==> src/rtl/ddr_read_arbiter_if.sv <==
// Client-side and DDR-engine-side signals shared by the read arbiter and its environment.
interface ddr_read_arbiter_if #(
  parameter int unsigned NUM_CLIENTS  = 3,
  parameter int unsigned DDR_ADDR_LEN = 32,
  parameter int unsigned SINGLE_LEN   = 24,
  parameter int unsigned DATA_LEN     = 64
);

  // Loader-facing command and FIFO ports
  logic [NUM_CLIENTS-1:0]              cli_conf;
  logic [NUM_CLIENTS*DDR_ADDR_LEN-1:0] cli_addr;
  logic [NUM_CLIENTS*SINGLE_LEN-1:0]   cli_len;
  logic [NUM_CLIENTS-1:0]              cli_fifo_empty;
  logic [NUM_CLIENTS-1:0]              cli_fifo_req;
  logic [DATA_LEN-1:0]                 cli_fifo_data;
  logic [NUM_CLIENTS-1:0]              cli_err;

  // DDR read engine command and FIFO ports
  logic                                ddr_conf;
  logic [DDR_ADDR_LEN-1:0]             ddr_st_addr;
  logic [SINGLE_LEN-1:0]               ddr_len;
  logic                                ddr_fifo_empty;
  logic                                ddr_fifo_req;
  logic [DATA_LEN-1:0]                 ddr_fifo_data;

  // Status
  logic [NUM_CLIENTS-1:0]              grant;
  logic                                idle;

  // Arbiter view
  modport slave (
    input  cli_conf, cli_addr, cli_len, cli_fifo_req,
    input  ddr_fifo_empty, ddr_fifo_data,
    output cli_fifo_empty, cli_fifo_data, cli_err,
    output ddr_conf, ddr_st_addr, ddr_len, ddr_fifo_req,
    output grant, idle
  );

  // Loaders plus DDR engine view
  modport master (
    output cli_conf, cli_addr, cli_len, cli_fifo_req,
    output ddr_fifo_empty, ddr_fifo_data,
    input  cli_fifo_empty, cli_fifo_data, cli_err,
    input  ddr_conf, ddr_st_addr, ddr_len, ddr_fifo_req,
    input  grant, idle
  );

endinterface

==> src/rtl/ddr_read_arbiter.sv <==
// Round-robin sharing of one DDR read engine (command port + read FIFO) among
// several buffer loaders; each loader keeps a private-looking command/FIFO port.
module ddr_read_arbiter #(
  parameter int unsigned NUM_CLIENTS  = 3,
  parameter int unsigned DDR_ADDR_LEN = 32,
  parameter int unsigned SINGLE_LEN   = 24,
  parameter int unsigned DATA_LEN     = 64
) (
  input  logic               clk,
  input  logic               rst_n,
  ddr_read_arbiter_if.slave  bus
);

  localparam int unsigned IDX_W          = $clog2(NUM_CLIENTS);
  localparam int unsigned BYTES_PER_BEAT = DATA_LEN / 8;
  localparam int unsigned BEAT_SHIFT     = $clog2(BYTES_PER_BEAT);

  typedef enum logic [1:0] {
    S_IDLE   = 2'd0,
    S_ISSUE  = 2'd1,
    S_STREAM = 2'd2
  } state_e;

  state_e                  state_q, state_d;
  logic [IDX_W-1:0]        last_q, last_d;
  logic [NUM_CLIENTS-1:0]  pend_q, pend_d;
  logic [NUM_CLIENTS-1:0]  grant_q, grant_d;
  logic [NUM_CLIENTS-1:0]  err_q, err_d;
  logic [DDR_ADDR_LEN-1:0] addr_q [NUM_CLIENTS];
  logic [DDR_ADDR_LEN-1:0] addr_d [NUM_CLIENTS];
  logic [SINGLE_LEN-1:0]   len_q  [NUM_CLIENTS];
  logic [SINGLE_LEN-1:0]   len_d  [NUM_CLIENTS];
  logic [SINGLE_LEN-1:0]   beats_q, beats_d;
  logic                    ddr_conf_q, ddr_conf_d;
  logic [DDR_ADDR_LEN-1:0] ddr_addr_q, ddr_addr_d;
  logic [SINGLE_LEN-1:0]   ddr_len_q, ddr_len_d;

  logic [NUM_CLIENTS-1:0]  accept;
  logic [NUM_CLIENTS-1:0]  empty_c;
  logic                    pop;
  logic                    pick_valid;
  logic [IDX_W-1:0]        pick_idx;
  logic [IDX_W-1:0]        cand;
  logic [SINGLE_LEN-1:0]   pick_beats;

  // Beat count of a byte length, rounded up, without overflow near the top of the range.
  function automatic logic [SINGLE_LEN-1:0] beats_of(input logic [SINGLE_LEN-1:0] len);
    logic [SINGLE_LEN-1:0] rem;
    rem = len & SINGLE_LEN'(BYTES_PER_BEAT - 1);
    return (len >> BEAT_SHIFT) + SINGLE_LEN'(rem != '0);
  endfunction

  // A client slot takes a new command only when it is neither waiting nor being served.
  assign accept = bus.cli_conf & ~pend_q & ~grant_q;

  // Round-robin pick: first pending client scanning upward from the one after the last winner.
  always_comb begin
    pick_valid = 1'b0;
    pick_idx   = '0;
    cand       = '0;
    for (int unsigned k = 1; k <= NUM_CLIENTS; k++) begin
      cand = IDX_W'((32'(last_q) + k) % NUM_CLIENTS);
      if (!pick_valid && pend_q[cand]) begin
        pick_valid = 1'b1;
        pick_idx   = cand;
      end
    end
  end

  assign pick_beats = beats_of(len_q[pick_idx]);

  // Only the owner sees the engine FIFO, and only while it still has beats left to take.
  always_comb begin
    empty_c = '1;
    if (state_q == S_STREAM) begin
      empty_c[last_q] = bus.ddr_fifo_empty | (beats_q == '0);
    end
  end

  assign pop = (state_q == S_STREAM) & bus.cli_fifo_req[last_q] & ~empty_c[last_q];

  // State register.
  always_ff @(posedge clk) begin
    if (!rst_n) begin
      state_q <= S_IDLE;
    end else begin
      state_q <= state_d;
    end
  end

  // Next-state: IDLE -> ISSUE -> STREAM -> IDLE, skipping STREAM for zero-length requests.
  always_comb begin
    state_d = state_q;
    case (state_q)
      S_IDLE:   if (pick_valid) state_d = S_ISSUE;
      S_ISSUE:  state_d = (beats_q == '0) ? S_IDLE : S_STREAM;
      S_STREAM: if (pop && (beats_q == SINGLE_LEN'(1))) state_d = S_IDLE;
      default:  state_d = S_IDLE;
    endcase
  end

  // Output/datapath next values: slot capture, grant, command and beat countdown.
  always_comb begin
    pend_d     = pend_q | accept;
    err_d      = err_q | (bus.cli_conf & ~accept);
    addr_d     = addr_q;
    len_d      = len_q;
    last_d     = last_q;
    grant_d    = grant_q;
    beats_d    = beats_q;
    ddr_conf_d = 1'b0;
    ddr_addr_d = ddr_addr_q;
    ddr_len_d  = ddr_len_q;

    for (int unsigned i = 0; i < NUM_CLIENTS; i++) begin
      if (accept[i]) begin
        addr_d[i] = bus.cli_addr[i*DDR_ADDR_LEN +: DDR_ADDR_LEN];
        len_d[i]  = bus.cli_len[i*SINGLE_LEN +: SINGLE_LEN];
      end
    end

    case (state_q)
      S_IDLE: begin
        if (pick_valid) begin
          pend_d[pick_idx] = 1'b0;
          grant_d          = NUM_CLIENTS'(1) << pick_idx;
          last_d           = pick_idx;
          beats_d          = pick_beats;
          if (pick_beats != '0) begin
            ddr_conf_d = 1'b1;
            ddr_addr_d = addr_q[pick_idx];
            ddr_len_d  = len_q[pick_idx];
          end
        end
      end
      S_ISSUE: begin
        if (beats_q == '0) grant_d = '0;
      end
      S_STREAM: begin
        if (pop) begin
          beats_d = beats_q - SINGLE_LEN'(1);
          if (beats_q == SINGLE_LEN'(1)) grant_d = '0;
        end
      end
      default: ;
    endcase
  end

  // Datapath and registered outputs.
  always_ff @(posedge clk) begin
    if (!rst_n) begin
      last_q     <= IDX_W'(NUM_CLIENTS - 1);
      pend_q     <= '0;
      grant_q    <= '0;
      err_q      <= '0;
      beats_q    <= '0;
      ddr_conf_q <= 1'b0;
      ddr_addr_q <= '0;
      ddr_len_q  <= '0;
      for (int unsigned i = 0; i < NUM_CLIENTS; i++) begin
        addr_q[i] <= '0;
        len_q[i]  <= '0;
      end
    end else begin
      last_q     <= last_d;
      pend_q     <= pend_d;
      grant_q    <= grant_d;
      err_q      <= err_d;
      beats_q    <= beats_d;
      ddr_conf_q <= ddr_conf_d;
      ddr_addr_q <= ddr_addr_d;
      ddr_len_q  <= ddr_len_d;
      addr_q     <= addr_d;
      len_q      <= len_d;
    end
  end

  assign bus.cli_fifo_empty = empty_c;
  assign bus.cli_fifo_data  = bus.ddr_fifo_data;
  assign bus.cli_err        = err_q;
  assign bus.ddr_conf       = ddr_conf_q;
  assign bus.ddr_st_addr    = ddr_addr_q;
  assign bus.ddr_len        = ddr_len_q;
  assign bus.ddr_fifo_req   = pop;
  assign bus.grant          = grant_q;
  assign bus.idle           = (state_q == S_IDLE) & ~|pend_q;

endmodule

==> src/flat_wrapper.sv <==
// flat-port wrapper written by rule: the top's interface ports become plain ports
module ddr_read_arbiter_flat 
#(
  parameter int unsigned NUM_CLIENTS  = 3,
  parameter int unsigned DDR_ADDR_LEN = 32,
  parameter int unsigned SINGLE_LEN   = 24,
  parameter int unsigned DATA_LEN     = 64
)
  (clk, rst_n, bus_cli_conf, bus_cli_addr, bus_cli_len, bus_cli_fifo_req, bus_ddr_fifo_empty, bus_ddr_fifo_data, bus_cli_fifo_empty, bus_cli_fifo_data, bus_cli_err, bus_ddr_conf, bus_ddr_st_addr, bus_ddr_len, bus_ddr_fifo_req, bus_grant, bus_idle);
  ddr_read_arbiter_if #(.NUM_CLIENTS(NUM_CLIENTS), .DDR_ADDR_LEN(DDR_ADDR_LEN), .SINGLE_LEN(SINGLE_LEN), .DATA_LEN(DATA_LEN)) bus_i ();
  input  logic clk;
  input  logic rst_n;
  input wire logic [$bits(bus_i.cli_conf)-1:0] bus_cli_conf;
  input wire logic [$bits(bus_i.cli_addr)-1:0] bus_cli_addr;
  input wire logic [$bits(bus_i.cli_len)-1:0] bus_cli_len;
  input wire logic [$bits(bus_i.cli_fifo_req)-1:0] bus_cli_fifo_req;
  input wire logic [$bits(bus_i.ddr_fifo_empty)-1:0] bus_ddr_fifo_empty;
  input wire logic [$bits(bus_i.ddr_fifo_data)-1:0] bus_ddr_fifo_data;
  output wire logic [$bits(bus_i.cli_fifo_empty)-1:0] bus_cli_fifo_empty;
  output wire logic [$bits(bus_i.cli_fifo_data)-1:0] bus_cli_fifo_data;
  output wire logic [$bits(bus_i.cli_err)-1:0] bus_cli_err;
  output wire logic [$bits(bus_i.ddr_conf)-1:0] bus_ddr_conf;
  output wire logic [$bits(bus_i.ddr_st_addr)-1:0] bus_ddr_st_addr;
  output wire logic [$bits(bus_i.ddr_len)-1:0] bus_ddr_len;
  output wire logic [$bits(bus_i.ddr_fifo_req)-1:0] bus_ddr_fifo_req;
  output wire logic [$bits(bus_i.grant)-1:0] bus_grant;
  output wire logic [$bits(bus_i.idle)-1:0] bus_idle;
  assign bus_i.cli_conf = bus_cli_conf;
  assign bus_i.cli_addr = bus_cli_addr;
  assign bus_i.cli_len = bus_cli_len;
  assign bus_i.cli_fifo_req = bus_cli_fifo_req;
  assign bus_i.ddr_fifo_empty = bus_ddr_fifo_empty;
  assign bus_i.ddr_fifo_data = bus_ddr_fifo_data;
  assign bus_cli_fifo_empty = bus_i.cli_fifo_empty;
  assign bus_cli_fifo_data = bus_i.cli_fifo_data;
  assign bus_cli_err = bus_i.cli_err;
  assign bus_ddr_conf = bus_i.ddr_conf;
  assign bus_ddr_st_addr = bus_i.ddr_st_addr;
  assign bus_ddr_len = bus_i.ddr_len;
  assign bus_ddr_fifo_req = bus_i.ddr_fifo_req;
  assign bus_grant = bus_i.grant;
  assign bus_idle = bus_i.idle;
  ddr_read_arbiter #(.NUM_CLIENTS(NUM_CLIENTS), .DDR_ADDR_LEN(DDR_ADDR_LEN), .SINGLE_LEN(SINGLE_LEN), .DATA_LEN(DATA_LEN)) u_core (.clk(clk), .rst_n(rst_n), .bus(bus_i));
endmodule
==> config.mk <==
export PLATFORM = sky130hd
export DESIGN_NAME = ddr_read_arbiter_flat
export DESIGN_NICKNAME = d
export VERILOG_FILES = /design/src/rtl/ddr_read_arbiter_if.sv /design/src/rtl/ddr_read_arbiter.sv /design/src/flat_wrapper.sv
export SDC_FILE = /design/constraint.sdc
export NUM_CORES = 1
export LEC_CHECK = 0
export ABC_AREA = 0
export CORE_ASPECT_RATIO = 1.4
export CORE_MARGIN = 4
export CORE_UTILIZATION = 52
export DETAILED_ROUTE_END_ITERATION = 8
export GPL_ROUTABILITY_DRIVEN = 0
export PLACE_DENSITY = 0.87
export SLEW_MARGIN = 0
export SYNTH_ARGS = -nofsm -noshare
export SYNTH_HDL_FRONTEND = slang
export SYNTH_SLANG_ARGS = --single-unit
==> constraint.sdc <==
create_clock -name clk -period 14.3 [get_ports clk]
set_input_delay 3.575 -clock clk [delete_from_list [all_inputs] [get_ports clk]]
set_output_delay 3.575 -clock clk [all_outputs]
set_load 0.005 [all_outputs]
Word-level counts from Yosys, hierarchy flattened
Cells that the tools add are included.
Storage, ports and cells
  bits in latches: 0
  memories: 0
  input port bits: 241
  memory bits (read-only): 0
  output and inout bits: 132
  bits in registers: 262
  bits in writable memories: 0
Operators by class
  reductions and logical operators: 21
  divide/modulo/power cells: 3
  equal/unequal tests: 8
  bitwise gates (word level): 18
  shift operators: 1
  multipliers: 0
  magnitude comparators: 8
  muxes and demuxes: 42
  add/sub/neg operators: 5
Operator list (count)
  remainder unit 32 x 2 -> 32 bit (second input constant): 3
  2-to-1 mux 24 bit: 4
  binary-select mux 32 bit (select 2 bit): 1
  2-to-1 mux 32 bit: 2
  binary-select mux 24 bit (select 2 bit): 1
  case mux 24 bit (2 select lines): 1
  nonzero test 24 bit: 2
  == test 24 x 1 -> 1 bit (second input constant): 1
  zero test 24 bit: 1
  subtractor 24 x 1 -> 24 bit (second input constant): 1
  adder 21 x 1 -> 22 bit: 1
  2-to-1 mux 3 bit: 7
  less-than comparator 2 x 3 -> 1 bit (second input constant): 5
  inverter 3 bit: 5
  AND 3 bit: 4
  2-to-1 mux 2 bit: 6
  2-to-1 mux 1 bit: 11
  binary-select mux 1 bit (select 2 bit): 5
  OR 3 bit: 3
  case mux 3 bit (3 select lines): 1
  AND reduction 3 bit: 3
  adder 2 x 2 -> 3 bit (second input constant): 2
  inequality test 2 x 1 -> 1 bit (second input constant): 3
  case mux 2 bit (3 select lines): 1
  other kinds (20): 32

Depth between registers and ports, before layout
  word-level depth: 19
  depth in mapped cells: 25

Worst setup path before layout
Ideal clock, no wire load.
  kind: in2out
  start: input port bus_ddr_fifo_empty
  end: output port bus_ddr_fifo_req
  cell stages on the path: 3
  data required time: 10725 ps
  slack: 6585 ps
  data arrival time: 4140 ps
  cell sequence: nor3b_1 -> nand2_1 -> inv_1
On the way
  word-level cells in the longest chain between the ends: 7
RTL lines
  start: declaration: line flat_wrapper.sv:17  | input wire logic [$bits(bus_i.ddr_fifo_empty)-1:0] bus_ddr_fifo_empty;
  OR 1 bit: line ddr_read_arbiter.sv:76  | empty_c[last_q] = bus.ddr_fifo_empty | (beats_q == '0);
  OR 3 bit (no line)
  2-to-1 mux 3 bit: line ddr_read_arbiter.sv:75  | if (state_q == S_STREAM) begin
  binary-select mux 1 bit (select 2 bit): line ddr_read_arbiter.sv:80  | assign pop = (state_q == S_STREAM) & bus.cli_fifo_req[last_q] & ~empty_c[last_q];
  2-to-1 mux 1 bit (not written as such): line ddr_read_arbiter.sv:80
  inverter 1 bit: line ddr_read_arbiter.sv:80
  AND 1 bit: line ddr_read_arbiter.sv:80
  end: declaration: line flat_wrapper.sv:25  | output wire logic [$bits(bus_i.ddr_fifo_req)-1:0] bus_ddr_fifo_req;
No other way between the ends. The select of a mux whose other input is x is not followed.

Final worst setup path
Same ends and word-level chain as after synthesis.

==> metrics.txt <==
pwr dens=214.3 mW/mm²; Area Overhead vs Synth=22.98%; clk_skew=between 10 and 15 ps; Avg Cell Area, Syn=about 7.8 µm²; H-tree depth=1; Vias/cell=5.968; Worst slew margin=0.3094; Layout Nets=1985; Worst-path clk slew=approximately 60 ps; Pleak=5.894 nW; DRC Markers=0; Yosys cell types=70; router iterations before antenna repair=6; VDD IR max=0.1621 mV; Post-DP Area=0.01469 mm²; first-pass GRT wire length=between 60000 and 70000 µm; top post-synthesis cells by count=nand2_1 (480), dfxtp_1 (262), a21oi_1 (212), clkbuf_1 (85), buf_4 (67); CP Data Arrival Time=between 5000 and 6000 ps; initial antenna violation count=7; fin. max-slew vios=0; gr usage total=0.2815; CTS buffer count=26; Rows=67; crit path capture type=output pin; largest net degree at the start of global routing=~120; max_cap viols=0; WL final=40660 µm; Final TNS setup=0 ps; Max Fclk=about 0.11 GHz; Starting Density=0.5300; CTS tree=done; share of the synthesized area in the top cell type=0.4128; worst slew pin tran=1036 ps; Cells after Synth=1622; I/O pin count=373; Setup violations, final=0; Die Wd=around 140 µm; critical path startpoint category=input pin; Seq/Total Area, Yosys=0.4128; IO buf count=244; vias in the first global route=12050; area of the core=around 0.024 mm²; Synth Flop Type=dfxtp_1; WL/cell=19.68 µm; Syn. warnings=0; Tightest Hold Check Type=register to register; largest area contributor in the netlist=dfxtp_1; Synthesized Nets=1877; root buf cell=clkbuf_16; ys async rst share=0; worst path required time=between 10000 and 15000 ps; Max FO, Critical Path=4; remaining antenna violation count=0; outcome=finished, final reports clean; count leader, synth=nand2_1; fin util=0.6518; setup bufs post-CTS=0; CTS Hold Bufs=0; GR Overflow Total=0; Synth area leaders=dfxtp_1 (41%), nand2_1 (14%), a21oi_1 (8.3%), mux2i_1 (5.0%), buf_4 (4.0%); fin crit share=0.6137; Initial DRC Count=1110; critical path class=input pin to output pin; placed wire-length estimate=roughly 27000 µm; DIE AREA=0.02704 mm²; worst-case clock buffer depth=3; RSZ-0062 raised after global routing=no; post-cts sizing count=0; Die Ht=193.0 µm; Mapped Area=0.01271 mm²; Final Hold Viols=0; Vias=roughly 12000; min Tclk post-route=8776 ps; layout cell share with drive strength beyond 1=0.06061; register bit count reported by yosys=between 200 and 300; clock sinks=roughly 260; design area=0.01563 mm²; EDFF count, synth=0; Skew-Pair Late Insertion Delay=530 ps
-- placed cells by master, fill, tap and decap left out, drive strengths merged, types with 10 or more instances in the layout --
master | Yosys | final
a21oi | 212 | 212
a222oi | 33 | 33
a31oi | 30 | 30
buf | 96 | 19
clkbuf | 86 | 34
clkdlybuf4s50 | 0 | 243
dfxtp | 262 | 262
ha | 14 | 14
inv | 19 | 21
mux2i | 63 | 63
nand2 | 482 | 482
nand2b | 41 | 41
nand3 | 18 | 18
nand4 | 19 | 19
nor2 | 50 | 50
nor3 | 21 | 21
nor4 | 10 | 10
o21ai | 38 | 38
o31ai | 14 | 14
xnor2 | 11 | 11
-- stage by stage --
step	instances	worst slack, ps	hold WS (ps)	power (mW)
floorplan	1622	6585	431.7	2.102
finish	2066	5524	453.3	3.348
detailed placement	2012	5510	446.9	2.587
global placement	2012	5574	440.8	2.552
CTS	2059	5512	456.0	3.329
global route	2064	5345	469.9	3.519
-- power by group --
part | internal (mW) | leakage, nW | switching [mW]
combinational | 0.614 | 3.30 | 0.981
sequential | 0.896 | 2.15 | 0.117
clock | 0.446 | 0.452 | 0.293
-- worst max-delay path: stages --
cell and delay, ps:
clkdlybuf4s50_1 400, nor3b_1 420, nand2_1 210, inv_1 90, clkdlybuf4s50_1 490
-- kinds of logic (layout without fill, tap and decap cells) --
kind of cell	after synthesis	after routing	share of synthesized area
buffers and inverters	202	329	0.08655
DFF	262	262	0.4128
muxes	63	63	0.04963
xor gates and xnor gates	20	20	0.01379
AOI/OAI and AO/OA	372	372	0.1818
and+or+nand+nor	689	689	0.2417
other	0	7	0
adders and majority gates	14	14	0.01379
-- final cells by class --
class / instances / area, µm²
Clock inverter: 13 / 196.4
Sequential cell: 262 / 5245
Inverter: 20 / 80.08
Antenna cell: 7 / 17.52
Timing Repair Buffer: 262 / 2575
Tap cell: 310 / 387.9
Multi-Input combinational cell: 1158 / 6404
Clock buffer: 34 / 721.9
Fill cell: 2012 / 8348
-- flip-flops by register name (all words and copies together) (netlist names), 2 cells and up --
name                    flops
u_core.addr_q              96
u_core.len_q               72
u_core.bus.ddr_st_addr     32
u_core.beats_q             24
u_core.bus.ddr_len         24
u_core.bus.cli_err          3
u_core.bus.grant            3
u_core.pend_q               3
u_core.last_q               2
u_core.state_q              2
-- metal layers --
| metal | wire [µm] | GRT usage | vias up | share of wire |
|---|---|---|---|---|
| li1 | - | - | 5728 | - |
| met1 | 14450 | 0.3139 | 5704 | 0.36 |
| met2 | 19780 | 0.4930 | 708 | 0.49 |
| met3 | 3527 | 0.05255 | 185 | 0.087 |
| met4 | 2874 | 0.1823 | 4 | 0.071 |
| met5 | 27 | 0 | - | 0.00066 |
-- final timing paths --
path	startpoint	to	slack, ps	cells past startpoint
setup / recovery	bus_ddr_fifo_empty	bus_ddr_fifo_req	5520	5
hold / removal	u_core.addr_q[42]	u_core.addr_q[42]	450	2
setup reg to reg	u_core.last_q[1]	u_core.bus.ddr_st_addr[29]	8020	17
hold reg to reg	u_core.addr_q[42]	u_core.addr_q[42]	450	2
No activity file was read; power rests on OpenSTA's default activity.
==> patch 1, RTL diff (config.mk and constraints unchanged) <==
`DDR_ADDR_LEN` is set to 32 in 3 places; all go to 16.
--- a/src/rtl/ddr_read_arbiter_if.sv
+++ b/src/rtl/ddr_read_arbiter_if.sv
@@ -1,7 +1,7 @@
 // Client-side and DDR-engine-side signals shared by the read arbiter and its environment.
 interface ddr_read_arbiter_if #(
   parameter int unsigned NUM_CLIENTS  = 3,
-  parameter int unsigned DDR_ADDR_LEN = 32,
+  parameter int unsigned DDR_ADDR_LEN = 16,
   parameter int unsigned SINGLE_LEN   = 24,
   parameter int unsigned DATA_LEN     = 64
 );
--- a/src/rtl/ddr_read_arbiter.sv
+++ b/src/rtl/ddr_read_arbiter.sv
@@ -2,7 +2,7 @@
 // several buffer loaders; each loader keeps a private-looking command/FIFO port.
 module ddr_read_arbiter #(
   parameter int unsigned NUM_CLIENTS  = 3,
-  parameter int unsigned DDR_ADDR_LEN = 32,
+  parameter int unsigned DDR_ADDR_LEN = 16,
   parameter int unsigned SINGLE_LEN   = 24,
   parameter int unsigned DATA_LEN     = 64
 ) (
--- a/src/flat_wrapper.sv
+++ b/src/flat_wrapper.sv
@@ -2,7 +2,7 @@
 module ddr_read_arbiter_flat 
 #(
   parameter int unsigned NUM_CLIENTS  = 3,
-  parameter int unsigned DDR_ADDR_LEN = 32,
+  parameter int unsigned DDR_ADDR_LEN = 16,
   parameter int unsigned SINGLE_LEN   = 24,
   parameter int unsigned DATA_LEN     = 64
 )
Interface: changed (resized bus_cli_addr and bus_ddr_st_addr); port bits go from 373 to 309. No check against the original RTL was run, so the function may have changed too.
==> patch 1 against the original RTL <==
  * Synthesized area fell by 11%
  * Sequential cell count decreased by 64
  * Wire length is 15% lower
  * Register-to-register slack got worse by 0.60 ns
  * Design area fell by 16%
  * Power decreased by 16%
  * Worst setup slack got worse by 0.29 ns
  * Sequential share of layout area down 3.4 points
  * Critical path type unchanged
==> patch 1: results (changes against the original RTL) <==
metric,value,unit,change
Net Sw Frac,47.3,%,was 41.6%
P_clk,0.488,mW,was 0.739 mW
initial antenna violation count,0,,was 7
Leakage,4.76,nW,was 5.89 nW
final cell count without fillers,1773,,was 2066
clk_skew,0.0154,ns,was 0.0110 ns
Inst Count DP,1741,,was 2012
status,finished clean,,unchanged
placed inst area,12500,um^2,was 14700 um^2
sequential cell area share,30.2,%,was 33.6%
vias in the first global route,10700,,was 12000
worst skew pair latency,0.44,ns,was 0.53 ns
CP max-delay cell,a211oi_1,,was clkdlybuf4s50_1
non-clk buf share,14.6,%,was 16.5%
reg2reg end,u_core.bus.ddr_len[15]$_SDFFE_PN0P_,,was u_core.bus.ddr_st_addr[29]$_SDFFE_PN0P_
IO Port Bufs,180,,was 244
Psw,1.33,mW,was 1.39 mW
Critical Path AT,5.49,ns,was 5.20 ns
Top Layer Used,met4,,was met5
met3 wire len,2000,um,was 3530 um
Clock Path Buffers,2,,was 3
first-pass GRT wire length,54500,um,was 62100 um
post-synthesis mux area share,0.744,%,was 4.96%
initial drt markers,1092,,was 1110
Post-Synth XOR/XNOR Area,1.33,%,was 1.38%
Post-Route WL,34700,um,was 40700 um
post-synthesis register bit count,198,,was 262
hold path start,u_core.len_q[50]$_SDFFE_PN0P_,,was u_core.addr_q[42]$_SDFFE_PN0P_
Worst Hold Path EP,u_core.len_q[50]$_SDFFE_PN0P_,,was u_core.addr_q[42]$_SDFFE_PN0P_
worst r2r src,u_core.last_q[0]$_SDFFE_PN0P_,,was u_core.last_q[1]$_SDFFE_PN1P_
Synth Area in Compound Gates,25.5,%,was 18.2%
Multi-input comb cells,1073,,was 1158
# clk buffers,18,,was 34
power per cell area,214,nW/um^2,about the same
share of cells above drive strength 1,5.49,%,was 6.06%
Metal-1 WL,12500,um,was 14500 um
Synth area leaders,"dfxtp_1, nand2_1, a21boi_0, buf_4, o21ai_0",,"was dfxtp_1, nand2_1, a21oi_1, mux2i_1, buf_4"
Post-Synth Adder-Cell Area,1.56,%,was 1.38%
Post-synth top cells,"nand2_1, dfxtp_1, a21boi_0",,"was nand2_1, dfxtp_1, a21oi_1"
n_diodes,0,,was 7
level count of the clock H-tree,4,,was 1
drt via density,6.20,,was 5.97
DIE AREA,24100,um^2,was 27000 um^2
[patch 1: cell types whose count changed in the layout (fill, tap and decap cells not counted), moves of 34 or more]
cell / before / now
a21oi_1: 211 / 50
a21boi_0: 0 / 126
nand2_1: 479 / 357
clkdlybuf4s50_1: 243 / 179
dfxtp_1: 262 / 198
mux2i_1: 63 / 5
nand3_1: 15 / 60
o21ai_0: 34 / 74
a2bb2oi_1: 0 / 39
or4_1: 1 / 40
nand2b_1: 41 / 3
nor2_1: 49 / 83
[patch 1: critical path, delay by kind of cell]
kind | cells | cell delay (ns)
compound gates | 1 | 0.60
buf+inv | 2 | 1.02
simple gates | 1 | 0.30
[patch 1: per-stage QoR]
step           hold WS [ns]  setup slack [ns]
3_5_place_dp          0.460              5.27
5_1_grt               0.486              5.17
2_1_floorplan         0.443              6.59
3_3_place_gp          0.453              5.28
6_report              0.468              5.23
4_1_cts               0.470              5.26
==> patch 2, RTL diff (config.mk and constraints unchanged) <==
Without the edit above. Reset style: asynchronous (`rst_n`), changed in 2 clocked blocks.
--- a/src/rtl/ddr_read_arbiter.sv
+++ b/src/rtl/ddr_read_arbiter.sv
@@ -80,7 +80,7 @@
   assign pop = (state_q == S_STREAM) & bus.cli_fifo_req[last_q] & ~empty_c[last_q];
 
   // State register.
-  always_ff @(posedge clk) begin
+  always_ff @(posedge clk or negedge rst_n) begin
     if (!rst_n) begin
       state_q <= S_IDLE;
     end else begin
@@ -147,7 +147,7 @@
   end
 
   // Datapath and registered outputs.
-  always_ff @(posedge clk) begin
+  always_ff @(posedge clk or negedge rst_n) begin
     if (!rst_n) begin
       last_q     <= IDX_W'(NUM_CLIENTS - 1);
       pend_q     <= '0;
Check against the original RTL: differs if rst_n is asserted again (counterexample within 4 cycles, from zero or initial values and one cycle with rst_n low); with rst_n held inactive, the same outputs for 4 cycles.
==> patch 2 against the original RTL <==
  * Core utilization increased by 0.75 points
  * Sequential cell count stayed put
  * Wire length decreased by 14%
  * Worst setup slack got worse by 0.21 ns
  * Synthesized area grew 0.72%
  * Design area grew 1.5%
  * Power grew 30%
  * Sequential power rose by 36%
  * First-iteration DRC count is 38% lower
  * Critical endpoint unchanged
==> patch 2: results (changes against the original RTL) <==
metric,value,unit,change
status,finished clean,,unchanged
setup bufs post-CTS,0,,unchanged
Critical Path AT,5.42,ns,was 5.20 ns
Tot GR Track Use,25.0,%,was 28.2%
Final HPWL DP,24500,um,was 27300 um
Synth Flop Type,dfrtp_1,,was dfxtp_1
pin count of the biggest net entering global routing,122,,was 124
delay of the slowest critical-path stage,0.55,ns,was 0.49 ns
Worst setup startpoint,bus_ddr_fifo_empty,,unchanged
clk_skew,0.0194,ns,was 0.0110 ns
Cell variety after synth,75,,was 70
routed vias,9372,,was 12300
worst r2r src,u_core.last_q[1]$_DFFE_PN1P_,,was u_core.last_q[1]$_SDFFE_PN1P_
Resize count post-CTS,0,,unchanged
vias in the first global route,10100,,was 12000
initial drt markers,687,,was 1110
Syn Nets,1356,,was 1877
Max VDD drop,0.215,mV,was 0.162 mV
IO Port Bufs,244,,unchanged
drt pass-1 iters,9,,was 6
share of flip-flops with an asynchronous set or reset,100,%,was 0%
fin nets,1512,,was 1985
worst-margin pin slew,1.11,ns,was 1.04 ns
Leakage,6.55,nW,was 5.89 nW
first-pass GRT wire length,54500,um,was 62100 um
worst skew pair latency,0.53,ns,about the same
initial antenna violation count,6,,was 7
CP max-delay cell,a211oi_1,,was clkdlybuf4s50_1
worst-path maximum fanout,4,,unchanged
hold path start,u_core.bus.cli_err[2]$_DFF_PN0_,,was u_core.addr_q[42]$_SDFFE_PN0P_
register area share after synthesis,51.2,%,was 41.3%
Post-Route WL,35100,um,was 40700 um
Yosys warning total,0,,unchanged
share of cells above drive strength 1,19.1,%,was 6.06%
Synth area leaders,"dfrtp_1, mux2_2, buf_4, mux2i_1, a222oi_1",,"was dfxtp_1, nand2_1, a21oi_1, mux2i_1, buf_4"
Post-synth top cells,"dfrtp_1, mux2_2, buf_4",,"was nand2_1, dfxtp_1, a21oi_1"
CTS Buf Count,26,,unchanged
Clock Path Buffers,3,,unchanged
placed inst area,15000,um^2,was 14700 um^2
-- patch 2: changes by cell type after synthesis, sizes merged, moves of 25 or more --
cell and delta:
a21oi -163, a31oi -25, clkbuf -45, dfrtp +261, dfxtp -262, inv +39, mux2 +182, nand2 -419
nand2b -30
-- patch 2: per-stage QoR --
stage / hold slack [ns] / utilization, % / cells / power [mW] / worst slack, ns
CTS: 0.476 / 65.9 / 1586 / 4.35 / 5.29
global placement: 0.451 / 62.3 / 1539 / 3.54 / 5.34
global route: 0.508 / 65.9 / 1592 / 4.63 / 5.25
detailed placement: 0.458 / 62.3 / 1539 / 3.65 / 5.30
floorplan: 0.453 / - / 1101 / 2.92 / 6.55
finish: 0.476 / 65.9 / 1592 / 4.35 / 5.31
-- patch 2: critical path, delay by kind of cell --
| kind | cells | cell delay (ns) |
|---|---|---|
| buf+inv | 2 | 0.97 |
| compound gates | 1 | 0.55 |
| simple gates | 1 | 0.32 |
-- patch 2: path summary, 6_finish.rpt --
| check | depth (start not counted) | to | slack [ns] |
|---|---|---|---|
| setup / recovery | 4 | bus_ddr_fifo_req | 5.31 |
| hold / removal | 1 | u_core.bus.cli_err[2]$_DFF_PN0_ | 0.48 |
| setup reg to reg | 17 | u_core.bus.ddr_len[2]$_DFFE_PN0P_ | 7.76 |
| hold reg to reg | 1 | u_core.bus.cli_err[2]$_DFF_PN0_ | 0.48 |
| max in group asynchronous | 3 | u_core.len_q[24]$_DFFE_PN0P_ | 8.82 |
| min in group asynchronous | 1 | u_core.addr_q[89]$_DFFE_PN0P_ | 3.14 |
-- patch 2: layout make-up --
class                           count  area (um^2)
Fill cell                        1769         8200
Sequential cell                   262         6560
Multi-Input combinational cell    653         5280
Timing Repair Buffer              255         2530
Clock buffer                       36          749
Tap cell                          310          388
Inverter                           59          221
Clock inverter                     11          118
Antenna cell                        6         15.0
-- patch 2: power breakdown --
part | internal [mW] | leakage [nW] | switching, mW
sequential | 1.13 | 3.10 | 0.243
clock | 0.403 | 0.424 | 0.289
combinational | 1.03 | 3.03 | 1.26
-- patch 2: routing by layer --
metal	GRT usage, %	share of wire (%)	vias up
li1	-	-	4213
met1	27.2	34	4627
met3	4.71	7.4	153
met4	16.6	7.2	0
met5	0	0	-
met2	43.9	51	379
-- patch 2: cell families (layout without fill, tap and decap cells) --
group / count (synthesis) / after routing / share of synthesized area, %
flops: 262 / 262 / 51.2
compound gates: 206 / 206 / 11.6
buf+inv: 186 / 361 / 7.85
other cells: 0 / 6 / 0
simple gates: 191 / 191 / 7.40
fa+ha+maj: 14 / 14 / 1.37
xor+xnor: 18 / 18 / 1.23
mux: 224 / 224 / 19.3
